<file path="config.mk">
export PLATFORM = sky130hd
export DESIGN_NAME = uart_rx
export DESIGN_NICKNAME = d
export VERILOG_FILES = /design/src/rtl/uart_rx.sv
export SDC_FILE = /design/constraint.sdc
export NUM_CORES = 1
export LEC_CHECK = 0
export CORE_AREA = 2 2 72 91
export CTS_CLUSTER_DIAMETER = 60
export CTS_CLUSTER_SIZE = 25
export DETAILED_ROUTE_END_ITERATION = 10
export DIE_AREA = 0 0 74 93
export DONT_BUFFER_PORTS = 1
export PLACE_DENSITY = 0.87
export RECOVER_POWER = 50
export SLEW_MARGIN = 20
export SYNTH_ARGS = -nofsm -noshare
export SYNTH_HDL_FRONTEND = slang
export SYNTH_SLANG_ARGS = --single-unit
</file>
<file path="constraint.sdc">
create_clock -name CLK -period 9.7 [get_ports CLK]
set_clock_uncertainty 0.05 [all_clocks]
set_input_delay 0.97 -clock CLK [delete_from_list [all_inputs] [get_ports CLK]]
set_output_delay 0.97 -clock CLK [all_outputs]
set_load 0.02 [all_outputs]
</file>
<file path="src/rtl/uart_rx.sv">
// uart_rx: 8N1 UART receiver, LSB first, with a runtime-programmable bit time.
// The RX line is synchronized, sampled at mid-bit by a down-counting bit timer,
// and each good byte is delivered through a valid/ack holding register.
// Framing errors and overruns are reported as single-cycle pulses.
module uart_rx #(
  parameter int SYNC_STAGES = 2
) (
  input  logic        CLK,
  input  logic        rst_n,
  input  logic        RX,
  input  logic [20:0] prescaler_in,
  output logic [7:0]  rx_data,
  output logic        rx_valid,
  input  logic        rx_ack,
  output logic        rx_frame_err,
  output logic        rx_overrun,
  output logic        rx_active
);

  localparam logic [2:0] ST_IDLE    = 3'd0;
  localparam logic [2:0] ST_START   = 3'd1;
  localparam logic [2:0] ST_DATA    = 3'd2;
  localparam logic [2:0] ST_STOP    = 3'd3;
  localparam logic [2:0] ST_WAIT_HI = 3'd4;

  logic [SYNC_STAGES-1:0] sync_q;
  logic                   rx_s;
  logic [20:0]            p_clamped;
  logic [20:0]            p_q;
  logic [20:0]            cnt;
  logic [2:0]             state;
  logic [2:0]             bit_idx;
  logic [7:0]             shreg;
  logic                   sample;
  logic                   stop_sample;

  assign rx_s        = sync_q[SYNC_STAGES-1];
  assign p_clamped   = (prescaler_in < 21'd4) ? 21'd4 : prescaler_in;
  assign sample      = (cnt == 21'd0);
  assign stop_sample = (state == ST_STOP) && sample;
  assign rx_active   = (state != ST_IDLE);

  // Shift the asynchronous RX line through a chain of flops that idle high
  always_ff @(posedge CLK or negedge rst_n) begin
    if (!rst_n) begin
      sync_q <= '1;
    end else begin
      sync_q <= {sync_q[SYNC_STAGES-2:0], RX};
    end
  end

  // Frame FSM with bit timer: half a bit to reach mid-start, then one full bit per sample
  always_ff @(posedge CLK or negedge rst_n) begin
    if (!rst_n) begin
      state   <= ST_IDLE;
      p_q     <= 21'd4;
      cnt     <= 21'd0;
      bit_idx <= 3'd0;
      shreg   <= 8'd0;
    end else begin
      if (state == ST_IDLE) begin
        p_q <= p_clamped;
      end
      if (state != ST_IDLE) begin
        if (sample) begin
          cnt <= p_q - 21'd1;
        end else begin
          cnt <= cnt - 21'd1;
        end
      end
      case (state)
        ST_IDLE: begin
          if (!rx_s) begin
            state   <= ST_START;
            cnt     <= p_clamped >> 1;
            bit_idx <= 3'd0;
          end
        end
        ST_START: begin
          if (sample) begin
            state <= rx_s ? ST_IDLE : ST_DATA;
          end
        end
        ST_DATA: begin
          if (sample) begin
            shreg   <= {rx_s, shreg[7:1]};
            bit_idx <= bit_idx + 3'd1;
            if (bit_idx == 3'd7) begin
              state <= ST_STOP;
            end
          end
        end
        ST_STOP: begin
          if (sample) begin
            state <= rx_s ? ST_IDLE : ST_WAIT_HI;
          end
        end
        ST_WAIT_HI: begin
          if (rx_s) begin
            state <= ST_IDLE;
          end
        end
        default: begin
          state <= ST_IDLE;
        end
      endcase
    end
  end

  // Holding register: load on a good stop bit, clear on ack, pulse error flags
  always_ff @(posedge CLK or negedge rst_n) begin
    if (!rst_n) begin
      rx_data      <= 8'd0;
      rx_valid     <= 1'b0;
      rx_frame_err <= 1'b0;
      rx_overrun   <= 1'b0;
    end else begin
      rx_frame_err <= 1'b0;
      rx_overrun   <= 1'b0;
      if (stop_sample && rx_s) begin
        rx_data    <= shreg;
        rx_valid   <= 1'b1;
        rx_overrun <= rx_valid && !rx_ack;
      end else if (rx_valid && rx_ack) begin
        rx_valid <= 1'b0;
      end
      if (stop_sample && !rx_s) begin
        rx_frame_err <= 1'b1;
      end
    end
  end

endmodule

</file>
# After elaboration in Yosys (flattened, before gate mapping)
# Index checks and enable logic that the tools add are counted.
# W data, S select, Z words.
# op_classes
eq_ne	11
add_sub_neg	3
n_reduce_logical	15
n_lt_le_gt_ge	1
n_mux	21
# op_table
op	count
$mux W21	5
$sub A21 B1 Y21 const B	2
$mux W3	9
$logic_not A21 Y1	1
$lt A21 B3 Y1 const B	1
$pmux W3 S5	1
$ne A2 B2 Y1 const B	6
$eq A3 B2 Y1 const B	2
$eq A3 B3 Y1 const B	2
$pmux W3 S2	1
$reduce_and A6 Y1	1
$logic_and A1 B1 Y1	5
$mux W1	4
$reduce_bool A2 Y1	2
$add A3 B1 Y3 const B	1
$eq A3 B1 Y1 const B	1
$logic_not A3 Y1	1
$reduce_and A3 Y1	1
$reduce_bool A3 Y1	1
$logic_not A1 Y1	2
$mux W2	1
$reduce_and A2 Y1	1
# word_totals
word_cells	61
output_inout_bits	12
register_bits	69

# Depth between registers and ports, before layout
# Gate-level depths: netlist of the first run.
# logic_depth
ltp_word	5
mapped_depth	13
depth_no_buf	11

# Worst setup path after synthesis of the first run
# OpenSTA, ideal clock, no wires.
# synth_path
path_kind	register to register
startpoint	register cnt[6]
endpoint	register cnt[18]
path_slack_ns	6.551
period_less_slack_ns	3.149
path_stages_with_launch	14
arrival_time_ns	2.951
setup_ns	0.148
path_cell_list	dfrtp_1 > clkbuf_1 > nor3_1 > nand3_2 > nor2_2 > clkbuf_1 > a21oi_1 > ha_1 > nor4b_2 > nand3_1 > a311oi_1 > nor4bb_1 > xor2_1 > a21oi_1
# synth_between
elab_chain_cells	5
word_cells_on_any_way	6
cone_classes	add/sub: 1; mux: 4; reduce/logical: 1
# synth_rtl
element	line	source
from (decl)	30	logic [20:0] cnt;
from (signal assigned)	66	cnt <= p_q - 21'd1;
from (signal assigned)	68	cnt <= cnt - 21'd1;
from (signal assigned)	75	cnt <= p_clamped >> 1;
$sub A21 B1 Y21 / $logic_not A21 Y1 (equally long branches)	68, 39	
$mux W21 *	65	if (sample) begin
$mux W21 *	64	if (state != ST_IDLE) begin
$mux W21	73	if (!rx_s) begin
$mux W21 *	71	case (state)
# Every way passes the cells marked *; elsewhere a longest branch is shown, timed or not.
# A chain may end at the register's enable or synchronous reset.

# Final worst setup path of the first run
# layout_path
startpoint	register state[0]
endpoint	output port rx_active
# layout_between
elab_chain_cells	1
# layout_rtl
element	line	source
from (decl)	31	logic [2:0] state;
from (signal assigned)	81	state <= rx_s ? ST_IDLE : ST_DATA;
from (signal assigned)	95	state <= rx_s ? ST_IDLE : ST_WAIT_HI;
$reduce_bool A3 Y1	41	assign rx_active = (state != ST_IDLE);
to (decl)	17	output logic rx_active
# No other way between the ends.

==> results of run 1 <==
## sequential cells by signal, summed over array words and instances, names as in the netlist
signal        flops
rx_data           8
shreg             8
rx_valid          1
cnt              21
state             3
bit_idx           3
rx_frame_err      1
rx_overrun        1
p_q              21
sync_q            2
## power by group through the flow
stage	Sequential, uW	Clock, uW	Combinational, uW
6_report	364	230	92.6
4_1_cts	361	234	91.5
3_5_place_dp	367	0	91.0
2_1_floorplan	350	0	82.0
3_3_place_gp	364	0	88.8
5_1_grt	368	246	102
## per-stage QoR
stage	power (uW)	util (%)	instance area, um^2	hold slack, ns	instances
2_1_floorplan	431.9	-	3817	0.2952	404
3_3_place_gp	452.8	64.01	3870	0.2974	472
3_5_place_dp	457.6	64.01	3870	0.2998	472
4_1_cts	687.0	67.18	4061	0.2454	488
5_1_grt	716.5	67.12	4058	0.2399	488
6_report	686.1	67.12	4058	0.2565	488
## cells in the final DEF, fill, tap and decap left out, drive strengths merged, types with 6 or more instances in the layout
master	netlist	final
nand2	81	81
dfrtp	66	66
a21oi	23	23
nor2	22	22
mux2	19	19
nor3	16	16
o21ai	15	15
nor4	13	13
a31oi	11	11
clkbuf	13	11
nand3	10	10
inv	6	6
nand2b	6	6
o211ai	6	6
a211oi	6	6
## cells in the mapped netlist (all sizes together), types with 7 or more instances
| cell | count | area [um^2] |
|---|---|---|
| nor2 | 22 | 85.09 |
| a31oi | 11 | 75.07 |
| a21oi | 23 | 115.1 |
| dfrtp | 66 | 1652 |
| o21ai | 15 | 75.07 |
| nand3 | 10 | 55.05 |
| mux2 | 19 | 214.0 |
| buf | 7 | 32.53 |
| nor3 | 16 | 85.08 |
| clkbuf | 13 | 48.80 |
| nand2 | 81 | 304.0 |
| nor4 | 13 | 141.4 |
## worst max-delay path by stage
stage                      endpoint
final                     rx_active
after global routing      rx_active
after CTS                   cnt[18]
after detailed placement    cnt[18]
after global placement      cnt[18]
after floorplan             cnt[18]
## layer usage
layer,global-route usage [%],wire length (um)
met5,0,0
met4,17.58,449
met3,8.082,761
met2,51.04,4991
met1,37.20,3882
## cells by family (layout without fill, tap and decap cells)
kind of cell	Yosys count	in the layout	synth area share (%)
muxes	24	24	6.916
adders and majority gates	3	3	0.9834
and+or+nand+nor	177	177	24.29
buffers and inverters	26	25	2.720
AOI/OAI and AO/OA	101	101	18.85
xor gates and xnor gates	4	4	0.9179
DFF	69	69	45.33
## area by class of cell
cell class	instances	area [um^2]	share of cell area [%]
multi-input cells	309	1988	49.00
flip-flops and latches	69	1730	42.65
clock buffers	10	127.6	3.145
well taps	85	106.4	2.621
clock inverters	6	63.81	1.573
inverters	6	22.52	0.5550
repair buffers	3	18.77	0.4625
==> flow_metrics.tcl, run 1 <==
set metrics [dict create \
    cp_num_buf_inv 3 \
    synth.avg_cell_area_um2 9.449 \
    synthToLayoutAreaGrowth_pct 6.293 \
    cts_setup_buffers 0 \
    crit_cells 4 \
    grt_overflow 0 \
    layout-drive-gt1-share_pct 16.63 \
    synth_cell_types 70 \
    critPathMaxStageDelay_ns 1.55 \
    dieWidth_um 74 \
    synthFlopType "dfrtp_1" \
    internal_power_uw 478.0 \
    wl_per_cell_um 20.66 \
    grt_pass1_wl_um 16450 \
    viasPerCell 6.773 \
    maxCapViolations 1 \
    rr_worst_depth 4 \
    fin_crit_sh_pct 42.27 \
    syn_area_um2 3817 \
    hold_path_class "in2async" \
    fin_crit_ns 4.100 \
    r2r_slack_ns 5.85 \
    fillers 504 \
    tns_ns 0 \
    slew_violations 50 \
    totalWireLength_um 10080 \
    postRouteAntennaNets 0 \
    startpoint "state[0]" \
    drt_iter0_markers 337 \
    die-area_um2 6882 \
    cts_resized 0 \
    setup_ws_ns 5.600 \
    p_sw_share_pct 30.34 \
    violations "max-capacitance violations, max-slew violations" \
    path_class "reg2out" \
    ys_async_sr_fraction_pct 100.0 \
    r2r_end "cnt[10]" \
    clk_pin_slew_worst_paths_ns 0.07 \
    cts_max_level 3 \
    crit_family "buffers and inverters" \
    p_leak_uw 0.001677 \
    rsz0062_at_grt "false" \
    io_buffers 0 \
    cts_hold_buffers 0 \
    slowest_stage "clkbuf_1" \
    antenna_cells 0 \
    tightestPinTransition_ns 2.161 \
    rows 32 \
    ir_drop_mv 0.1056 \
    relSlewSlack_pct -44.06 \
    cts_root_buf "clkbuf_8" \
    power.density_nw_per_um2 169.1 \
    initial_utilization_pct 63.14 \
    clk_path_buf_depth 2 \
    drt_pass1_iterations 5 \
    pin_count 37 \
    outcome "complete, but fails checks" \
    core_area_um2 6046 \
    die_h_um 93 \
    cts_tree "done" \
    vias 3305 \
    max_freq_mhz 243.9 \
    pre_cts_slack_ns 6.399 \
    arrival_ns 3.08 \
    ys_ff_latch 69 \
    track_usage_pct 31.41 \
    crit_required_ns 8.68 \
    routabilityCongestion 0.9762 \
    fin_nets 426 \
    dpl.hpwl_um 6792 \
    ys_warn_count 0 \
    grt_max_degree 70 \
    grt_pass1_vias 3437 \
    ys_seq_area_share_pct 45.33 \
    pwr-share-comb_pct 13.5 \
    drc 0 \
    cp-start-kind "flop" \
    cts_sinks 69 \
    rr_startpoint "state[0]" \
    hold_viol_final 0 \
    synth_fp_nets 432 \
    finalSetupViolations 0 \
    synth_edf_count 0 \
    path_cells "nor3_2 > clkbuf_1 > inv_1 > buf_4" \
    antenna_found_initial 0 \
    clockPowerShare_pct 33.5 \
    p_switching_uw 208.1 \
    crit_path_end_kind "output port" \
    netlist_instances 404 \
    critPathMaxFanout 49 \
    seqPwrFrac_pct 53.0 \
    clock_latency_ns 0.35 \
    cts_buffers 9 \
]
(Power assumes the default switching activity.)
==> run 2: changes to the inputs <==
Settings changed: ABC_AREA set to 1, CORE_AREA 2 2 72 91 to 2 2 78 99, DIE_AREA 0 0 74 93 to 0 0 80 101, PLACE_DENSITY 0.87 to 0.83.
Clock period 9.7 ns to 3.4 ns, I/O delays scaled along.
==> run 2 against run 1 <==
  * The run still ends with max-capacitance violations, max-slew violations left
  * Cell area grew 6.2%
  * Global-route usage is 5.0 points lower
  * Area after synthesis grew 6.2%
  * Critical path type is now reg2reg
  * Highest routed layer unchanged
==> flow_metrics.tcl, run 2 <==
set metrics [dict create \
    totalWireLength_um 9646 \
    crit_path_end_kind "flop" \
    place_area_um2 4058 \
    wl_per_cell_um 15.00 \
    dpl.hpwl_um 6821 \
    syn_area_um2 4054 \
    cts_buffers 9 \
    synth_cell_types 36 \
    synth.area.top_cells "dfrtp_1 41%, nand2_1 13%, inv_1 6.9%" \
    maxCapViolations 1 \
    drt_iter0_markers 282 \
    critPathMaxStageDelay_ns 0.44 \
    cpMostUsedCell "nand3_1" \
    tightestPinTransition_ns 1.699 \
    clk_pin_slew_worst_paths_ns 0.08 \
    synth_edf_count 0 \
    violations "max-capacitance violations, max-slew violations" \
    io_buffers 0 \
    hold_viol_final 0 \
    ir_drop_mv 0.3941 \
    netlist_instances 546 \
    rsz0062_at_grt "false" \
    cp-start-kind "flop" \
    cts_max_level 3 \
    synth_area_leader_cell "dfrtp_1" \
    slew_violations 70 \
    grt_pass1_wl_um 16530 \
    layout-drive-gt1-share_pct 13.25 \
    synthFlopType "dfrtp_1" \
    power.density_nw_per_um2 788.7 \
    postRouteAntennaNets 0 \
    rows 35 \
    routabilityCongestion 0.9320 \
    initial_utilization_pct 56.45 \
    fin_crit_ns 2.595 \
    cts_root_buf "clkbuf_8" \
    critPathMaxFanout 29 \
    cts_sinks 69 \
    path_class "reg2reg" \
    cts_tree "done" \
    ys_async_sr_fraction_pct 100.0 \
    finalSetupViolations 0 \
    tns_ns 0 \
    track_usage_pct 26.37 \
    layout_common_cells "140 x nand2_1, 74 x inv_1, 66 x dfrtp_1" \
    drt_pass1_iterations 8 \
    grt_max_degree 70 \
    crit_required_ns 3.59 \
    synth_fp_nets 574 \
    yosys.area.top_type_share_pct 40.74 \
    slowest_stage "dfrtp_1" \
    hold_path_class "in2reg" \
    path_cells "nor2_1 > nand2_2 > nor2_4 > nand3_4 > nor2_1 > nor2_4 > ha_1 > nand3_1 > nor2_2 > nand3_2 > o21ai_0 > nand3_1 > nand3_1" \
    grt_pass1_vias 3685 \
    outcome "complete, but fails checks" \
    die-area_um2 8080 \
    clock_latency_ns 0.35 \
    fin_crit_sh_pct 76.32 \
    final_common_cell "nand2_1" \
    p_leak_uw 0.002066 \
    pin_count 37 \
    vias 3612 \
    viasPerCell 5.617 \
    ys_top_cells_by_count "140 x nand2_1, 74 x inv_1, 66 x dfrtp_1" \
    antenna_found_initial 0 \
    dieWidth_um 80 \
    largestRegisters "cnt: 21 flops, p_q: 21 flops" \
    die_h_um 101 \
    core_area_um2 7182 \
    ys_ff_latch 69 \
    final_area_um2 4308 \
    cts_setup_buffers 0 \
    ys_seq_area_share_pct 42.69 \
    fin_nets 574 \
    ys_warn_count 0 \
    clk_path_buf_depth 2 \
    relSlewSlack_pct -13.29 \
    synth.avg_cell_area_um2 7.425 \
    synthToLayoutAreaGrowth_pct 6.265 \
    synth.most_common_cell "nand2_1" \
    cts_hold_buffers 4 \
    antenna_cells 0 \
    arrival_ns 2.78 \
    grt_overflow 0 \
    max_freq_mhz 385.4 \
    drc 0 \
    cts_resized 0 \
]
-- run 2: cell count changes after synthesis, sizes merged, moves of 13 or more --
cell / delta
nand4: +22
nand3: +21
o21ai: +41
nand2: +74
inv: +79
nor3: -15
nor2: +42
mux2: -19
a21oi: -13
-- run 2: power by group --
part	internal, uW	leakage, uW	switching, uW
combinational	435	0.00109	1010
clock	413	0.000110	318
sequential	1080	0.000868	143
-- run 2: per-layer routing --
metal	share of wire, %	GRT usage, %
met5	0	0
met2	51	44.17
met1	40	32.49
met3	6.9	6.810
met4	1.9	10.17
-- run 2: final timing paths --
path	start	to	slack (ns)	cells after the start
max	cnt[0]	cnt[16]	0.80	13
min	rx_ack	rx_valid	0.05	1
max reg2reg	cnt[0]	cnt[16]	0.80	13
min reg2reg	sync_q[0]	sync_q[1]	0.31	0
max in group asynchronous	rst_n	p_q[19]	1.36	2
min in group asynchronous	rst_n	p_q[8]	0.93	2
-- run 2: critical path: cells and delay by family (launching register included) --
kind / cells / cell delay, ns
AO/OA/AOI/OAI: 1 / 0.12
flip-flops: 1 / 0.44
AND/OR/NAND/NOR: 11 / 1.62
adder cells (fa/ha/maj): 1 / 0.22
-- run 2: logic make-up (layout without fill, tap and decap cells) --
family	count (synthesis)	count (layout)	synth area share, %
AO/OA/AOI/OAI	87	87	12.07
AND/OR/NAND/NOR	281	281	32.53
flip-flops	69	69	42.69
adder cells (fa/ha/maj)	3	3	0.9260
buffers and inverters	104	109	11.36
XOR/XNOR	2	2	0.4322
-- run 2: through the flow --
stage               hold slack, ns  util (%)  instances  power (uW)  setup slack (ns)
detailed placement       -0.002578     56.50        623        2647            0.8626
finish                     0.04892     59.98        643        3398            0.8050
CTS                        0.02916     60.30        643        3415            0.8489
floorplan                -0.005591         -        546        2342             1.287
global placement         -0.002202     56.50        623        2595            0.9294
global route               0.04686     59.98        643        3672            0.6245
-- run 2: layout make-up --
type,instances,area (um^2)
repair buffers,8,65.06
fillers,674,2874
clock inverters,6,87.58
inverters,85,319.1
well taps,92,115.1
clock buffers,10,127.6
multi-input cells,373,1863
flip-flops and latches,69,1730
==> run 3: changes to the inputs <==
Settings changed: ABC_AREA 1 to 0, CORE_AREA 2 2 78 99 to 2 2 77 97, DIE_AREA 0 0 80 101 to 0 0 79 99, PLACE_DENSITY 0.83 to 0.81.
Clock period 3.4 ns to 2.3 ns, I/O delays scaled along.
==> run 3 against run 2 <==
  * Worst setup slack worse by 1.0 ns
  * Count of clock-buffer cells in the layout grew 2
  * Fmax is 2.6% higher
  * Hold slack got worse by 0.044 ns
  * Die area shrank 3.2%
  * Routed wire length increased by 32%
  * Combinational power decreased by 33%
  * Total power increased by 0.76%
  * Critical path type unchanged
  * Sequential share of layout area fell by 7.3 points
  * Highest routed layer unchanged
  * First-iteration DRC count up 59%
  * The flow finishes with violations (max-capacitance violations, max-slew violations, negative setup slack)
  * Sequential cell count unchanged
  * Critical path depth is 7 lower
==> flow_metrics.tcl, run 3 (synthesis gave the netlist of run 1 again) <==
set metrics [dict create \
    hold_path_class "in2reg" \
    viasPerCell 6.555 \
    rsz0062_at_grt "true" \
    slew_violations 70 \
    drt-met1-wl_um 4634 \
    path_class "reg2reg" \
    drc 0 \
    track_usage_pct 33.56 \
    wl_met2_um 6424 \
    die-area_um2 7821 \
    routabilityCongestion 1.089 \
    fillers 454 \
    cts_buffers 9 \
    max_freq_mhz 395.5 \
    dpl.hpwl_um 8191 \
    outcome "complete, but fails checks" \
    drt_iter0_markers 447 \
    met3_length_um 985 \
    antenna_cells 0 \
    tightestPinTransition_ns 1.671 \
    stdcell_count 602 \
    fin_nets 535 \
    rr_startpoint "p_q[10]" \
    vias 3946 \
    dpl.cell_count 545 \
    min_from "prescaler_in[6]" \
    die_h_um 99 \
    wl_per_cell_um 21.15 \
    setup_ws_ns -0.2281 \
    fin_crit_ns 2.528 \
    grt_pass1_vias 3957 \
    cts_root_buf "clkbuf_8" \
    grt_max_degree 70 \
    clk_pin_slew_worst_paths_ns 0.08 \
    p_leak_uw 0.002267 \
    drt_pass1_iterations 5 \
    critPathMaxFanout 5 \
    antenna_found_initial 0 \
    finalSetupViolations 23 \
    power.density_nw_per_um2 648.2 \
    postRouteAntennaNets 0 \
    largestRegisters "cnt: 21 flops, p_q: 21 flops" \
    rows 34 \
    layout_common_cells "80 x nand2_1, 78 x buf_4, 62 x dfrtp_1" \
    pin_count 37 \
    violations "max-capacitance violations, max-slew violations, negative setup slack" \
    grt_pass1_wl_um 20240 \
    fin_crit_sh_pct 109.9 \
    cts_max_level 3 \
    highest_layer "met4" \
    initial_utilization_pct 55.39 \
    maxCapViolations 1 \
    startpoint "p_q[10]" \
    io_buffers 0 \
    cts_tree "done" \
    layout-drive-gt1-share_pct 37.89 \
    clk_path_buf_depth 2 \
    grt_overflow 0 \
    crit_required_ns 2.49 \
    totalWireLength_um 12740 \
    crit_path_end_kind "flop" \
    utilization_pct 76.63 \
    tns_ns -1.731 \
    clock_latency_ns 0.35 \
    cts_sinks 69 \
    hold_viol_final 0 \
    cp-start-kind "flop" \
    dieWidth_um 79 \
    final_common_cell "nand2_1" \
    core_area_um2 6892 \
    ir_drop_mv 0.4617 \
    arrival_ns 2.71 \
    relSlewSlack_pct -11.38 \
    synthToLayoutAreaGrowth_pct 38.35 \
]
-- run 3: power by group --
group	total [uW]	switching, uW	internal [uW]
sequential	1440	104	1330
clock	1030	473	557
combinational	958	484	474
-- run 3: final timing paths --
check | end | slack [ns] | cells after the start
max | cnt[18] | -0.23 | 6
min | cnt[5] | 0.005 | 2
max reg2reg | cnt[18] | -0.23 | 6
min reg2reg | sync_q[1] | 0.31 | 0
max in group asynchronous | cnt[12] | 0.29 | 2
min in group asynchronous | p_q[4] | 0.80 | 2
-- run 3: final cells by class --
class,instances,area [um^2],area share [%]
Timing Repair Buffer,112,944.7,17.89
Multi-Input combinational cell,309,2263,42.86
Clock buffer,12,155.1,2.938
Tap cell,90,112.6,2.132
Inverter,6,22.52,0.4264
Sequential cell,69,1735,32.86
Clock inverter,4,47.55,0.9003
-- run 3: layer usage --
metal  global-route usage, %  up-vias
met2                   55.08      277
met3                   7.509       70
met4                   19.10        0
met1                   40.42     1891
met5                       0        -
li1                        -     1708
-- run 3: critical path, cell delays in order (launching register included) --
cell and delay, ns:
dfrtp_1 0.40, or2_2 0.32, or4_1 0.48, o211ai_1 0.52, nor4bb_4 0.41, xor2_1 0.16
a21oi_1 0.08
-- run 3: per-stage QoR --
| stage | setup slack [ns] | power, uW | instance area [um^2] | hold WS, ns |
|---|---|---|---|---|
| final | -0.2281 | 3424 | 5281 | 0.004866 |
| after CTS | -0.1625 | 3346 | 5130 | 0.01527 |
| after global routing | -0.3556 | 3561 | 5281 | 0.009411 |
| after global placement | -0.1908 | 2191 | 4472 | -0.1136 |
| after detailed placement | -0.2357 | 2211 | 4472 | -0.1137 |
| after floorplan | -0.3534 | 1879 | 3910 | -0.1156 |
-- run 3: what timing repair did --
item,in CTS,in global routing
gates cloned,1,1
hold buffers,22,0
endpoints found under the setup margin,34,37
endpoints found under the hold margin,92,0
gates resized for setup,32,27
pin swaps,20,14
buffers inserted,11,9
